File: src/rtl/manchester_pkg.sv
// Shared definitions for the Manchester serial link (receiver and transmitter).
package manchester_pkg;

    // Receiver FSM states
    typedef enum logic [2:0] {
        IDLE,
        SYNC,
        BLANK,
        WINDOW,
        ERRWAIT
    } rx_state_t;

    // First byte of every frame; consumed by the receiver, never delivered
    localparam logic [7:0] PREAMBLE_DEFAULT = 8'h55;

    // System clocks per sample tick; never below 1 so a tick always exists
    function automatic int unsigned tick_div(input int unsigned clkfreq,
                                             input int unsigned baud,
                                             input int unsigned oversample);
        int unsigned d;
        d = clkfreq / (baud * oversample);
        return (d == 0) ? 1 : d;
    endfunction

endpackage

File: src/rtl/manchester_tick_gen.sv
// Sample-tick generator: one-clk pulse every CLKFREQ/(BAUD*OVERSAMPLE) clks.
module manchester_tick_gen
    import manchester_pkg::*;
#(
    parameter int unsigned CLKFREQ    = 100_000_000,
    parameter int unsigned BAUD       = 9600,
    parameter int unsigned OVERSAMPLE = 16
) (
    input  logic clk,
    input  logic rst,
    output logic tick
);

    localparam int unsigned DIV = tick_div(CLKFREQ, BAUD, OVERSAMPLE);
    localparam int          CW  = (DIV > 1) ? $clog2(DIV) : 1;

    logic [CW-1:0] div_cnt;

    // Free-running divider; tick is registered so it is glitch-free
    always_ff @(posedge clk or negedge rst) begin
        if (!rst) begin
            div_cnt <= '0;
            tick    <= 1'b0;
        end else if (div_cnt == CW'(DIV - 1)) begin
            div_cnt <= '0;
            tick    <= 1'b1;
        end else begin
            div_cnt <= div_cnt + CW'(1);
            tick    <= 1'b0;
        end
    end

endmodule

File: src/rtl/manchester_receiver.sv
// Manchester receiver: synchronizes rxd, locks to mid-bit transitions,
// checks the preamble byte, and delivers payload bytes LSB first.
// A '1' is low-then-high, a '0' is high-then-low; the line idles high.
// Outputs valid, eof and err are mutually exclusive one-clk pulses.
module manchester_receiver
    import manchester_pkg::*;
#(
    parameter int unsigned CLKFREQ    = 100_000_000,
    parameter int unsigned BAUD       = 9600,
    parameter int unsigned OVERSAMPLE = 16,
    parameter logic [7:0]  PREAMBLE   = PREAMBLE_DEFAULT
) (
    input  logic       clk,
    input  logic       rst,
    input  logic       rxd,
    output logic [7:0] data,
    output logic       valid,
    output logic       busy,
    output logic       eof,
    output logic       err
);

    localparam int unsigned N  = OVERSAMPLE;
    localparam int          CW = $clog2(2 * N + 1);

    // Tick-count thresholds, all measured from the last accepted edge
    localparam logic [CW-1:0] Q1  = CW'(N / 4);      // earliest valid first mid-bit
    localparam logic [CW-1:0] Q3  = CW'(3 * N / 4);  // end of blanking interval
    localparam logic [CW-1:0] T15 = CW'(3 * N / 2);  // missing mid-bit timeout
    localparam logic [CW-1:0] T2  = CW'(2 * N);      // idle-high needed to recover

    logic            tick;
    logic            sync1, sync2, line_prev;
    logic            rise, fall;
    logic [7:0]      byte_nxt;

    rx_state_t       state;
    logic [CW-1:0]   cnt;
    logic [2:0]      bitcnt;
    logic [7:0]      shreg;
    logic            pre_ok;

    manchester_tick_gen #(
        .CLKFREQ   (CLKFREQ),
        .BAUD      (BAUD),
        .OVERSAMPLE(OVERSAMPLE)
    ) u_tick_gen (
        .clk (clk),
        .rst (rst),
        .tick(tick)
    );

    // Two-flop synchronizer plus one history flop for edge detection
    always_ff @(posedge clk or negedge rst) begin
        if (!rst) begin
            sync1     <= 1'b1;
            sync2     <= 1'b1;
            line_prev <= 1'b1;
        end else begin
            sync1     <= rxd;
            sync2     <= sync1;
            line_prev <= sync2;
        end
    end

    assign rise     = sync2 & ~line_prev;
    assign fall     = ~sync2 & line_prev;
    // Bit value is the new line level; assemble LSB first from the MSB side
    assign byte_nxt = {sync2, shreg[7:1]};

    // Receive FSM with registered outputs
    always_ff @(posedge clk or negedge rst) begin
        if (!rst) begin
            state  <= IDLE;
            cnt    <= '0;
            bitcnt <= '0;
            shreg  <= '0;
            pre_ok <= 1'b0;
            data   <= '0;
            valid  <= 1'b0;
            busy   <= 1'b0;
            eof    <= 1'b0;
            err    <= 1'b0;
        end else begin
            valid <= 1'b0;
            eof   <= 1'b0;
            err   <= 1'b0;
            unique case (state)
                IDLE: begin
                    cnt <= '0;
                    if (fall) begin
                        state  <= SYNC;
                        busy   <= 1'b1;
                        bitcnt <= '0;
                        shreg  <= '0;
                        pre_ok <= 1'b0;
                    end
                end

                SYNC: begin
                    if (rise) begin
                        if (cnt < Q1) begin
                            // Too short to be a real half-bit: treat as glitch
                            state <= IDLE;
                            busy  <= 1'b0;
                        end else begin
                            shreg  <= {1'b1, shreg[7:1]};
                            bitcnt <= 3'd1;
                            cnt    <= '0;
                            state  <= BLANK;
                        end
                    end else if (tick && cnt == Q3) begin
                        cnt   <= '0;
                        state <= ERRWAIT;
                    end else if (tick) begin
                        cnt <= cnt + CW'(1);
                    end
                end

                BLANK: begin
                    // Bit-boundary transitions land here and are ignored
                    if (cnt >= Q3) begin
                        state <= WINDOW;
                    end
                    if (tick) begin
                        cnt <= cnt + CW'(1);
                    end
                end

                WINDOW: begin
                    if (rise || fall) begin
                        shreg  <= byte_nxt;
                        bitcnt <= bitcnt + 3'd1;
                        cnt    <= '0;
                        state  <= BLANK;
                        if (bitcnt == 3'd7) begin
                            if (!pre_ok) begin
                                if (byte_nxt != PREAMBLE) begin
                                    err   <= 1'b1;
                                    state <= ERRWAIT;
                                end else begin
                                    pre_ok <= 1'b1;
                                end
                            end else begin
                                data  <= byte_nxt;
                                valid <= 1'b1;
                            end
                        end
                    end else if (cnt >= T15) begin
                        cnt <= '0;
                        if (sync2 && bitcnt == 3'd0 && pre_ok) begin
                            eof   <= 1'b1;
                            busy  <= 1'b0;
                            state <= IDLE;
                        end else begin
                            err   <= 1'b1;
                            state <= ERRWAIT;
                        end
                    end else if (tick) begin
                        cnt <= cnt + CW'(1);
                    end
                end

                ERRWAIT: begin
                    // Recover only after an unbroken idle-high stretch
                    if (!sync2) begin
                        cnt <= '0;
                    end else if (cnt >= T2) begin
                        cnt   <= '0;
                        busy  <= 1'b0;
                        state <= IDLE;
                    end else if (tick) begin
                        cnt <= cnt + CW'(1);
                    end
                end

                default: begin
                    state <= IDLE;
                    busy  <= 1'b0;
                    cnt   <= '0;
                end
            endcase
        end
    end

endmodule

File: config.mk
export PLATFORM = sky130hd
export DESIGN_NAME = manchester_receiver
export DESIGN_NICKNAME = d
export VERILOG_FILES = /design/src/rtl/manchester_pkg.sv /design/src/rtl/manchester_tick_gen.sv /design/src/rtl/manchester_receiver.sv
export SDC_FILE = /design/constraint.sdc
export NUM_CORES = 1
export LEC_CHECK = 0
export ABC_AREA = 1
export CAP_MARGIN = 20
export CORE_ASPECT_RATIO = 1.5
export CORE_MARGIN = 1
export CORE_UTILIZATION = 32
export CTS_CLUSTER_SIZE = 12
export DETAILED_ROUTE_END_ITERATION = 12
export HOLD_SLACK_MARGIN = 0.05
export PLACE_DENSITY = 0.57
export SETUP_SLACK_MARGIN = 0.15
export SYNTH_ARGS = -nofsm -noshare
export SYNTH_HDL_FRONTEND = slang
export SYNTH_SLANG_ARGS = --single-unit
export TNS_END_PERCENT = 10
File: constraint.sdc
create_clock -name clk -period 5 [get_ports clk]
set_input_delay 1 -clock clk [delete_from_list [all_inputs] [get_ports clk]]
set_output_delay 1 -clock clk [all_outputs]
set_load 0.02 [all_outputs]
======== Word level (Yosys, flattened, before mapping) ========
Index checks and enable logic that the tools add are counted.
storage, ports and cells
  output and inout port bits .............. 12
  flip-flop bits (word level) ............. 47
  input bits .............................. 3
  word-level logic and storage cells ...... 128
cells by class
  $add $sub $neg .......................... 3
  bitwise operators ....................... 5
  reductions and logical operators ........ 13
  equal/unequal tests ..................... 23
  muxes and demuxes ....................... 65
  order comparisons ....................... 4
operators with widths
  kind                                                                                  count
  3-bit two-way mux                                                                     16
  6-bit two-way mux                                                                     8
  8-bit two-way mux                                                                     4
  1-bit two-way mux                                                                     29
  2-bit inequality test (second input constant)                                         12
  6-bit one-hot mux with 4 select lines                                                 1
  8-bit one-hot mux with 3 select lines                                                 1
  3-bit one-hot mux with 5 select lines                                                 1
  10-bit by 1-bit adder with 10-bit output (second input constant)                      1
  10-bit equality test (second input constant)                                          1
  10-bit two-way mux                                                                    1
  3-bit inequality test (second input constant)                                         3
  3-bit one-hot mux with 3 select lines                                                 1
  9-bit AND reduction                                                                   1
  8-bit by 7-bit inequality test with 1-bit output (second input constant)              1
  4-bit AND reduction                                                                   2
  6-bit by 1-bit adder with 6-bit output (second input constant)                        1
  3-bit by 2-bit equality test with 1-bit output (second input constant)                2
  3-bit equality test (second input constant)                                           2
  6-bit by 4-bit equality test with 1-bit output (second input constant)                1
  6-bit by 4-bit greater-or-equal comparator with 1-bit output (second input constant)  1
  6-bit by 5-bit greater-or-equal comparator with 1-bit output (second input constant)  1
  6-bit greater-or-equal comparator (second input constant)                             1
  3-bit zero test                                                                       2
  14 further kinds                                                                      19

======== Depth between registers and ports, before layout ========
Gate-level depths: netlist of the first run.
  depth after elaboration ................. 7
  depth in mapped cells ................... 10
  mapped depth without buffers ............ 10

======== Modules after synthesis ========
Synthesis of the first run repeated with hierarchy kept, for this count alone.
unflattened totals
  cells, all modules ...................... 283
  area total of the unflattened synthesis .. 2414.8 um2
by module, submodules not included
  module               sequential area each (um2)  cells an instance  area an instance (um2)  times used
  manchester_receiver  879.6                       220                1866.8                  1
  manchester_tick_gen  275.3                       63                 548.0                   1

======== Worst setup path before layout of the first run ========
Ideal clock, no wire load.
  path kind ............................... reg2reg
  from .................................... register sync2
  to ...................................... register shreg[7]
  stages on the path, launching flop included .. 10
  library setup time ...................... 0.123 ns
  data required time ...................... 4.877 ns
  period minus slack after synthesis ...... 1.651 ns
  slack ................................... 3.349 ns
  arrival time ............................ 1.528 ns
  buffers on the path ..................... 1
  cell sequence ........................... dfstp_2 -> inv_1 -> ha_1 -> inv_1 -> o21ai_2 -> inv_2 -> nand3_2 -> buf_6 -> nand2_1 -> o21ai_2
on the way
  cells in the longest elaborated chain, start to end .. 5
  elaborated cells on any way between the ends .. 10
  those cells by class .................... eq/ne: 3; mux: 2; bitwise: 3; reduce/logical: 2
ends and longest elaborated chain
  what                                    RTL line                    text
  from (decl)                             manchester_receiver.sv:33   logic sync1, sync2, line_prev;
  from (signal assigned)                  manchester_receiver.sv:61   sync2 <= sync1;
  1-bit inverter                          manchester_receiver.sv:67   assign fall = ~sync2 & line_prev;
  1-bit bitwise AND                       manchester_receiver.sv:67
  1-bit logical OR                        manchester_receiver.sv:131  if (rise || fall) begin
  2-bit inequality test (no source line)  --
  5-bit AND reduction (no source line)    --
  to (signal assigned)                    manchester_receiver.sv:107  shreg <= {1'b1, shreg[7:1]};
  to (signal assigned)                    manchester_receiver.sv:132  shreg <= byte_nxt;
  to (decl)                               manchester_receiver.sv:40   logic [7:0] shreg;
Several ways; a longest one is shown, not always the timed one. The select of a mux whose other input is x is not followed.
A chain may end at the register's enable or synchronous reset.

======== Worst setup path after layout of the first run ========
  from .................................... register data[5]
  to ...................................... output data[5]
RTL lines
  what                    RTL line                    text
  from (decl)             manchester_receiver.sv:16   output logic [7:0] data,
  from (signal assigned)  manchester_receiver.sv:145  data <= byte_nxt;
No word-level cell between the ends.

==> flow_summary.ini, run 1 <==
[sta]
finalSetupViolCount = 0
tns_ns = 0
tightest_slew_ns = 0.4762
period_share_pct = 45.43
clock_skew_ns = 0.003603
hold_ws_ns = 0.3594
rsz0062_at_grt = false
min_period_ns = 2.272
slew_headroom_pct = 68.21
hold_viol = 0
drv_slew = 0
setup_ws_ns = 2.728
clock.fmax_ghz = 0.4402

[route]
drt_wl_total_um = 4338
ant_nets = 0
vias_per_cell = 4.455
first_pass_iters = 4
drt_iter0_markers = 88
routedWlPerCell_um = 10.85
drc = 0
num_vias = 1782

[synthesis]
synthesis.instances = 281
synth_top_cell_by_area = dfrtp_1
synth_nets = 293
yosys_register_bits = 46
yosys.area.top_type_share_pct = 45.17
netlist_area_um2 = 2382
ys_seq_area_share_pct = 48.48
ys_top_cells_by_area = dfrtp_1 45%, nand2_1 13%, o21ai_2 5.5%
ys_warn_count = 0
yosysUniqueCellTypes = 27
avgSynthCellArea_um2 = 8.478

[cts]
clk_pin_slew_ns = 0.08
hold_buffers = 0
post_cts_resized = 0
cts_buffer_depth = 2
cts.sinks = 46
numCtsBuffers = 5
worstSkewPairLatency_ns = 0.29
cts_setup_buffers = 0
tritoncts = built
cts.root.buffer_cell = clkbuf_8
cts_max_level = 2

[placement]
dp_slack_ns = 2.927
gp_congestion = 0.8274
port_buffers = 14
hpwl_um = 3223
place_inst = 391
placed_cell_area_um2 = 2597

[die]
start_util_pct = 32.96
dieArea_um2 = 7801
die_w_um = 72.45
die_h_um = 107.7
ios = 15
num_rows = 38
core_area_um2 = 7227

[global_route]
grt_max_degree = 47
grt.overflow.total = 0
grt_pass1_vias = 1760
antenna_found_initial = 0
grt_pass1_wl_um = 7817
grt_usage_pct = 12.91

[power_and_ir_drop]
p_total_mw = 0.9520
p_leak_nw = 1.315
peakVddDrop_mv = 0.1671
power_density_nw_per_um2 = 349.0

[worst_hold_path]
hold_path_class = flip-flop to flip-flop

[cells_and_area]
multi_input_area_um2 = 1040
syn_to_final_growth_pct = 14.50
register_area_um2 = 1155
final_util_pct = 37.74
final_cell_count_no_fill = 400
fillers = 787
fin_area_um2 = 2728
nets = 311
drive_gt1_share_pct = 15.67
antenna_cells = 0

[run]
maxCapViolCount = 0

[worst_setup_path]
slowest_delay_ns = 0.61
cpMaxStageDelayCell = clkdlybuf4s50_1
cp-start-kind = flip-flop
worstPathMaxFanout = 2
cp_top_family = buffers and inverters
crit_type = flip-flop to output pin
path_cells = clkdlybuf4s50_1
end_kind = output pin
arrival_ns = 1.27
worstPathRequired_ns = 4.00
crit_buf_inv = 1

[status]
status = complete, no violations
[kinds of logic after synthesis]
logic type	share of synthesized area [%]
xor+xnor	2.941
flops	48.48
compound gates	8.193
fa+ha+maj	4.727
buf+inv	7.878
mux	0.4202
simple gates	27.36
[synth_stat cells]
master	n
dfrtp_1	43
inv_2	5
nand3_2	2
nor3_1	4
inv_1	33
and3_1	1
nand2_2	3
nand3_1	15
dfstp_2	3
o21ai_0	5
a21oi_1	4
a31oi_1	1
nor2_2	7
xnor2_1	4
mux2i_1	1
nor2_1	26
nand2_1	81
buf_6	4
o21ai_2	15
xor2_1	4
nor2b_1	1
nand4_1	4
o22ai_1	2
nor2_4	1
ha_1	9
nand2_4	1
nor4_1	2
[layout make-up]
type,instances,area share [%]
Sequential cell,46,42.34
Multi-Input combinational cell,193,38.12
Timing Repair Buffer,15,5.688
Inverter,38,5.229
Tap cell,100,4.587
Clock buffer,8,4.037
[per-layer routing]
layer  track usage, %  up-vias  share of wire, %
li1                 -      919                 -
met2            22.90       25                52
met4            5.042        0               1.6
met5                0        -                 0
met3            2.809        5               2.4
met1            14.81      833                44
[power by group]
group	internal, mW	leakage (nW)	switching, mW
clock	0.140	0.0575	0.118
combinational	0.0794	0.647	0.188
sequential	0.401	0.611	0.0255
total	0.620	1.31	0.332
[layout by cell type (no fill, tap or decap), types with 2 or more instances in the layout]
master,netlist,final
o22ai_1,2,2
inv_2,5,5
nand4_1,4,4
nor4_1,2,2
o21ai_2,15,15
nand2_2,3,3
ha_1,9,9
clkbuf_8,0,8
xor2_1,4,4
a21oi_1,4,4
dfrtp_1,43,43
nand2_1,81,81
nor3_1,4,4
nand3_2,2,2
nand3_1,15,15
nor2_2,7,7
o21ai_0,5,5
clkdlybuf4s50_1,0,13
dfstp_2,3,3
xnor2_1,4,4
inv_1,33,33
nor2_1,26,26
[flip-flops by register name, summed over array words and instances (netlist names), 3 cells and up]
| name | count |
|---|---|
| shreg | 7 |
| u_tick_gen.div_cnt | 10 |
| state | 3 |
| cnt | 6 |
| bitcnt | 3 |
| data | 8 |
[final timing paths]
check	slack (ns)	end	start	depth (start not counted)
max	2.73	data[5]	data[5]$_DFFE_PN0P_	1
min	0.36	sync2$_DFF_PN1_	sync1$_DFF_PN1_	0
max reg2reg	2.93	bitcnt[0]$_DFFE_PN0P_	sync2$_DFF_PN1_	8
min reg2reg	0.36	sync2$_DFF_PN1_	sync1$_DFF_PN1_	0
max in group asynchronous	3.95	line_prev$_DFF_PN1_	rst	2
min in group asynchronous	0.53	u_tick_gen.div_cnt[5]$_DFF_PN0_	rst	1
No activity file was read; power rests on OpenSTA's default activity.
==> run 2: changes to the inputs <==
Settings changed: PLACE_DENSITY 0.57 to 0.59.
Clock period 5 ns to 2.05 ns, I/O delays scaled along.
==> flow_summary.ini, run 2 (same netlist as run 1, synthesis figures left out) <==
[status]
status = complete, no violations

[global_route]
grt_max_degree = 21
grt_usage_pct = 13.11
antenna_found_initial = 0
grt_pass1_wl_um = 7900
grt_pass1_vias = 1823
grt.overflow.total = 0

[worst_setup_path]
reg2reg_to = bitcnt[2]$_DFFE_PN0P_
reg2regPathDepth = 9
regToRegStartpoint = sync2$_DFF_PN1_
startpoint = sync2$_DFF_PN1_
end_kind = flip-flop
r2r_slack_ns = 0.21
cpMaxStageDelayCell = dfstp_2
cp-start-kind = flip-flop
worstPathMaxFanout = 20
worstPathRequired_ns = 2.24
crit_type = flip-flop to flip-flop
path_cells = inv_1 > ha_1 > inv_1 > o21ai_2 > inv_2 > nand3_2 > buf_12 > nand2_1 > o21ai_2
slowest_delay_ns = 0.58
arrival_ns = 2.02

[die]
core_area_um2 = 7227
num_rows = 38
dieArea_um2 = 7801
die_w_um = 72.45
start_util_pct = 32.96
ios = 15
die_h_um = 107.7

[power_and_ir_drop]
p_total_mw = 2.311
combPwrFrac_pct = 31.2
p_clk_share_pct = 23.6
p_leak_nw = 1.321
p_int_mw = 1.484
switchingPower_mw = 0.8271
power_density_nw_per_um2 = 843.3
p_seq_share_pct = 45.2
peakVddDrop_mv = 0.3539
swShare_pct = 35.80

[sta]
clock_skew_ns = 0.002855
slew_headroom_pct = 75.84
rsz0062_at_grt = true
clock.fmax_ghz = 0.5447
tns_ns = 0
tightest_slew_ns = 0.3596
finalSetupViolCount = 0
hold_viol = 0
setup_ws_ns = 0.2141
min_period_ns = 1.836
period_share_pct = 89.55
drv_slew = 0

[worst_hold_path]
hold_start = sync1$_DFF_PN1_
hold_path_class = flip-flop to flip-flop
worstHoldPathCells = 0
min_to = sync2$_DFF_PN1_

[cts]
cts.sinks = 46
numCtsBuffers = 5
cts.root.buffer_cell = clkbuf_8
tritoncts = built
worstSkewPairLatency_ns = 0.29
cts_buffer_depth = 2
cts_max_level = 2
cts_setup_buffers = 0
clk_pin_slew_ns = 0.08

[route]
drt_iter0_markers = 32
ant_nets = 0
routedWlPerCell_um = 11.35
vias_per_cell = 4.490
num_vias = 1805
first_pass_iters = 4
drc = 0
drt_wl_total_um = 4563

[placement]
dp_slack_ns = 0.2097
placed_cell_area_um2 = 2640
gp_congestion = 0.7975
hpwl_um = 3531
port_buffers = 14

[cells_and_area]
syn_to_final_growth_pct = 15.02
largest_reg_flops = 10
top_register = u_tick_gen.div_cnt
top_regs = u_tick_gen.div_cnt (10), data (8), shreg (7)
final_cell_mix = 81 x nand2_1, 43 x dfrtp_1, 33 x inv_1
drive_gt1_share_pct = 15.89
antenna_cells = 0
fin_area_um2 = 2740
layout_commonest_cell = nand2_1
nets = 315
final_util_pct = 37.92

[run]
maxCapViolCount = 0
run 2: cell count changes in the layout (fill, tap and decap cells not counted), sizes merged:
cell / change
buf: +3
clkbuf: -2
dlygate4sd3: +1
run 2: worst max-delay path by stage:
stage,end,cells after the start
6_report,bitcnt[2]$_DFFE_PN0P_,9
4_1_cts,data[6]$_DFFE_PN0P_,7
5_1_grt,busy$_DFFE_PN0P_,9
3_5_place_dp,data[6]$_DFFE_PN0P_,7
2_1_floorplan,shreg[7]$_DFFE_PN0P_,9
3_3_place_gp,data[2]$_DFFE_PN0P_,7
run 2: repair_timing:
item | CTS | global route
hold buffers | 1 | 0
gates resized for setup | 0 | 1
hold endpoints to repair | 12 | 0
endpoints found under the setup margin | 0 | 20
run 2: per-stage QoR:
stage	cells	hold slack [ns]
2_1_floorplan	281	0.1144
3_3_place_gp	395	0.3355
3_5_place_dp	395	0.3349
4_1_cts	402	0.3604
5_1_grt	402	0.3675
6_report	402	0.3596
run 2: worst max-delay path: cells and delay by family, from the launching register on:
| kind | cells | cell delay (ns) |
|---|---|---|
| buffers and inverters | 4 | 0.51 |
| adder cells (fa/ha/maj) | 1 | 0.35 |
| AND/OR/NAND/NOR | 2 | 0.15 |
| flip-flops | 1 | 0.58 |
| AO/OA/AOI/OAI | 2 | 0.14 |
run 2: power groups by stage:
| stage | clock network (mW) | registers, mW | logic [mW] |
|---|---|---|---|
| global route | 0.597 | 1.06 | 0.808 |
| global placement | 0 | 1.06 | 0.716 |
| CTS | 0.567 | 1.05 | 0.732 |
| floorplan | 0 | 1.06 | 0.573 |
| detailed placement | 0 | 1.06 | 0.726 |
| finish | 0.545 | 1.04 | 0.721 |
run 2: final cells by class:
class | count | area, um^2
Fill cell | 762 | 4487
Sequential cell | 46 | 1155
Multi-Input combinational cell | 193 | 1047
Timing Repair Buffer | 19 | 187.7
Inverter | 38 | 142.6
Tap cell | 100 | 125.1
Clock buffer | 6 | 82.58
run 2: per-layer routing:
metal | share of wire, % | GRT usage, % | wire (um)
met5 | 0 | 0 | 0
met1 | 40 | 13.46 | 1841
met4 | 3.2 | 6.583 | 148
met2 | 53 | 24.37 | 2426
met3 | 3.2 | 2.809 | 146
==> run 3: changes to the inputs <==
Settings changed: ABC_AREA 1 to default.
==> flow_summary.ini, run 3 <==
[sta]
rsz0062_at_grt = true
tightest_slew_ns = 0.5391
drv_slew = 0
hold_ws_ns = 0.07726
clock.fmax_ghz = 0.5368
setup_ws_ns = 0.1870
clock_skew_ns = 0.009554
hold_viol = 0
finalSetupViolCount = 0
min_period_ns = 1.863
period_share_pct = 90.88
slew_headroom_pct = 64.06

[worst_setup_path]
reg2regPathDepth = 6
cp_top_family = flip-flops
r2r_slack_ns = 0.19
crit_type = flip-flop to flip-flop
end_kind = flip-flop
cpMaxStageDelayCell = dfstp_2
path_cells = inv_1 > ha_4 > nand2b_1 > a21oi_2 > o31ai_4 > mux2_4
worstPathRequired_ns = 2.24
cp-start-kind = flip-flop
startpoint = sync2$_DFF_PN1_
slowest_delay_ns = 0.56
regToRegStartpoint = sync2$_DFF_PN1_
worstPathMaxFanout = 7
arrival_ns = 2.05
reg2reg_to = bitcnt[0]$_DFFE_PN0P_
crit_buf_inv = 1

[global_route]
grt.overflow.total = 0
grt_pass1_vias = 1779
grt_max_degree = 25
antenna_found_initial = 0
grt_usage_pct = 13.73
grt_pass1_wl_um = 8183

[route]
highest_layer = met4
wl_met2_um = 2518
wl_met1_um = 1882
num_vias = 1684
drt_iter0_markers = 48
drt_wl_total_um = 4600
drc = 0
first_pass_iters = 4
routedWlPerCell_um = 12.92
ant_nets = 0
met3_length_um = 64
vias_per_cell = 4.730

[cells_and_area]
layout_commonest_cell = dfrtp_1
drive_gt1_share_pct = 22.66
nets = 267
antenna_cells = 0
top_register = u_tick_gen.div_cnt
syn_to_final_growth_pct = 22.22
largest_reg_flops = 10
top_regs = u_tick_gen.div_cnt (10), data (8), shreg (7)
final_cell_mix = 43 x dfrtp_1, 23 x nand2_1, 20 x buf_4

[power_and_ir_drop]
peakVddDrop_mv = 0.2750
p_leak_nw = 1.341
p_total_mw = 2.163
power_density_nw_per_um2 = 749.9

[cts]
worstSkewPairLatency_ns = 0.30
cts.sinks = 46
clk_pin_slew_ns = 0.09
tritoncts = built
cts_max_level = 2
cts.root.buffer_cell = clkbuf_8
cts_buffer_depth = 2
numCtsBuffers = 5

[die]
ios = 15
num_rows = 38
die_w_um = 72.12
die_h_um = 107.2
start_util_pct = 32.87
core_area_um2 = 7179
dieArea_um2 = 7729

[status]
status = complete, no violations

[synthesis]
ys_async_sr_fraction_pct = 100.0
ys_seq_area_share_pct = 48.94
ys_top_cells_by_area = dfrtp_1 46%, ha_1 4.8%, mux2_2 3.8%
synth-edff-count = 0
ys_warn_count = 0
yosys.area.top_type_share_pct = 45.60
synth_flop_cell = dfrtp_1
synth_top_cell_by_area = dfrtp_1
yosysUniqueCellTypes = 49
synth_nets = 232
avgSynthCellArea_um2 = 10.73
yosys.cell_count.top_type = dfrtp_1
yosys_register_bits = 46
synth_common_cells = 43 x dfrtp_1, 23 x nand2_1, 18 x nor2_1
netlist_area_um2 = 2360
synthesis.instances = 220

[placement]
dp_slack_ns = -0.02687
hpwl_um = 3540
port_buffers = 14
gp_congestion = 0.8429

[worst_hold_path]
hold_path_class = input pin to async pin

[run]
maxCapViolCount = 0
==> run 3: cell count changes in the layout (fill, tap and decap cells not counted), sizes merged, moves of 10 or more <==
| cell | change |
|---|---|
| nand2 | -61 |
| inv | -21 |
| buf | +17 |
| nor2 | -15 |
| o21ai | -19 |
| mux2 | +10 |
==> run 3: per-stage QoR <==
stage / utilization, % / TNS [ns] / cell area (um^2) / std cells
3_3_place_gp: 38.36 / 0 / 2754 / 347
5_1_grt: 40.17 / 0 / 2884 / 356
4_1_cts: 39.79 / 0 / 2856 / 355
6_report: 40.17 / 0 / 2884 / 356
2_1_floorplan: - / 0 / 2376 / 220
3_5_place_dp: 38.36 / -0.09659 / 2754 / 347
==> run 3: cell type report <==
type                       instances  area, um^2
clock buffer                       5       68.82
clock inverter                     3       25.02
fill                             730        4295
inverter                          16       60.06
multi-input combinational        151        1145
sequential                        46        1155
tap                              100       125.1
timing repair buffer              35       305.3
==> run 3: cells by family after synthesis <==
family,count (synthesis),synth area share [%]
AND/OR/NAND/NOR,83,19.78
flip-flops,46,48.94
AO/OA/AOI/OAI,30,9.544
buffers and inverters,23,4.454
multiplexers,17,8.060
XOR/XNOR,12,4.454
adder cells (fa/ha/maj),9,4.772
==> run 3: power breakdown <==
part | internal (mW) | switching [mW]
Clock | 0.247 | 0.336
Combinational | 0.259 | 0.284
Sequential | 0.963 | 0.0740
Total | 1.47 | 0.694
==> run 3: worst max path at each step <==
| stage | endpoint | slack [ns] | cells after the start |
|---|---|---|---|
| 2_1_floorplan | bitcnt[0]$_DFFE_PN0P_ | 0.18 | 7 |
| 3_3_place_gp | shreg[1]$_DFFE_PN0P_ | 0.01 | 7 |
| 3_5_place_dp | shreg[1]$_DFFE_PN0P_ | -0.03 | 6 |
| 4_1_cts | cnt[1]$_DFFE_PN0P_ | 0.09 | 7 |
| 5_1_grt | shreg[3]$_DFFE_PN0P_ | 0.09 | 6 |
| 6_report | bitcnt[0]$_DFFE_PN0P_ | 0.19 | 6 |
==> run 3: timing repair <==
| item | CTS | global route |
|---|---|---|
| resized for setup | 1 | 3 |
| hold buffers | 0 | 0 |
| pin swaps | 0 | 1 |
| setup buffers | 0 | 1 |
| setup endpoints to repair | 8 | 17 |
==> run 3: routing by layer <==
layer	vias up	track usage (%)
met5	-	0
li1	830	-
met3	9	2.350
met1	831	15.12
met4	0	8.123
met2	14	24.17
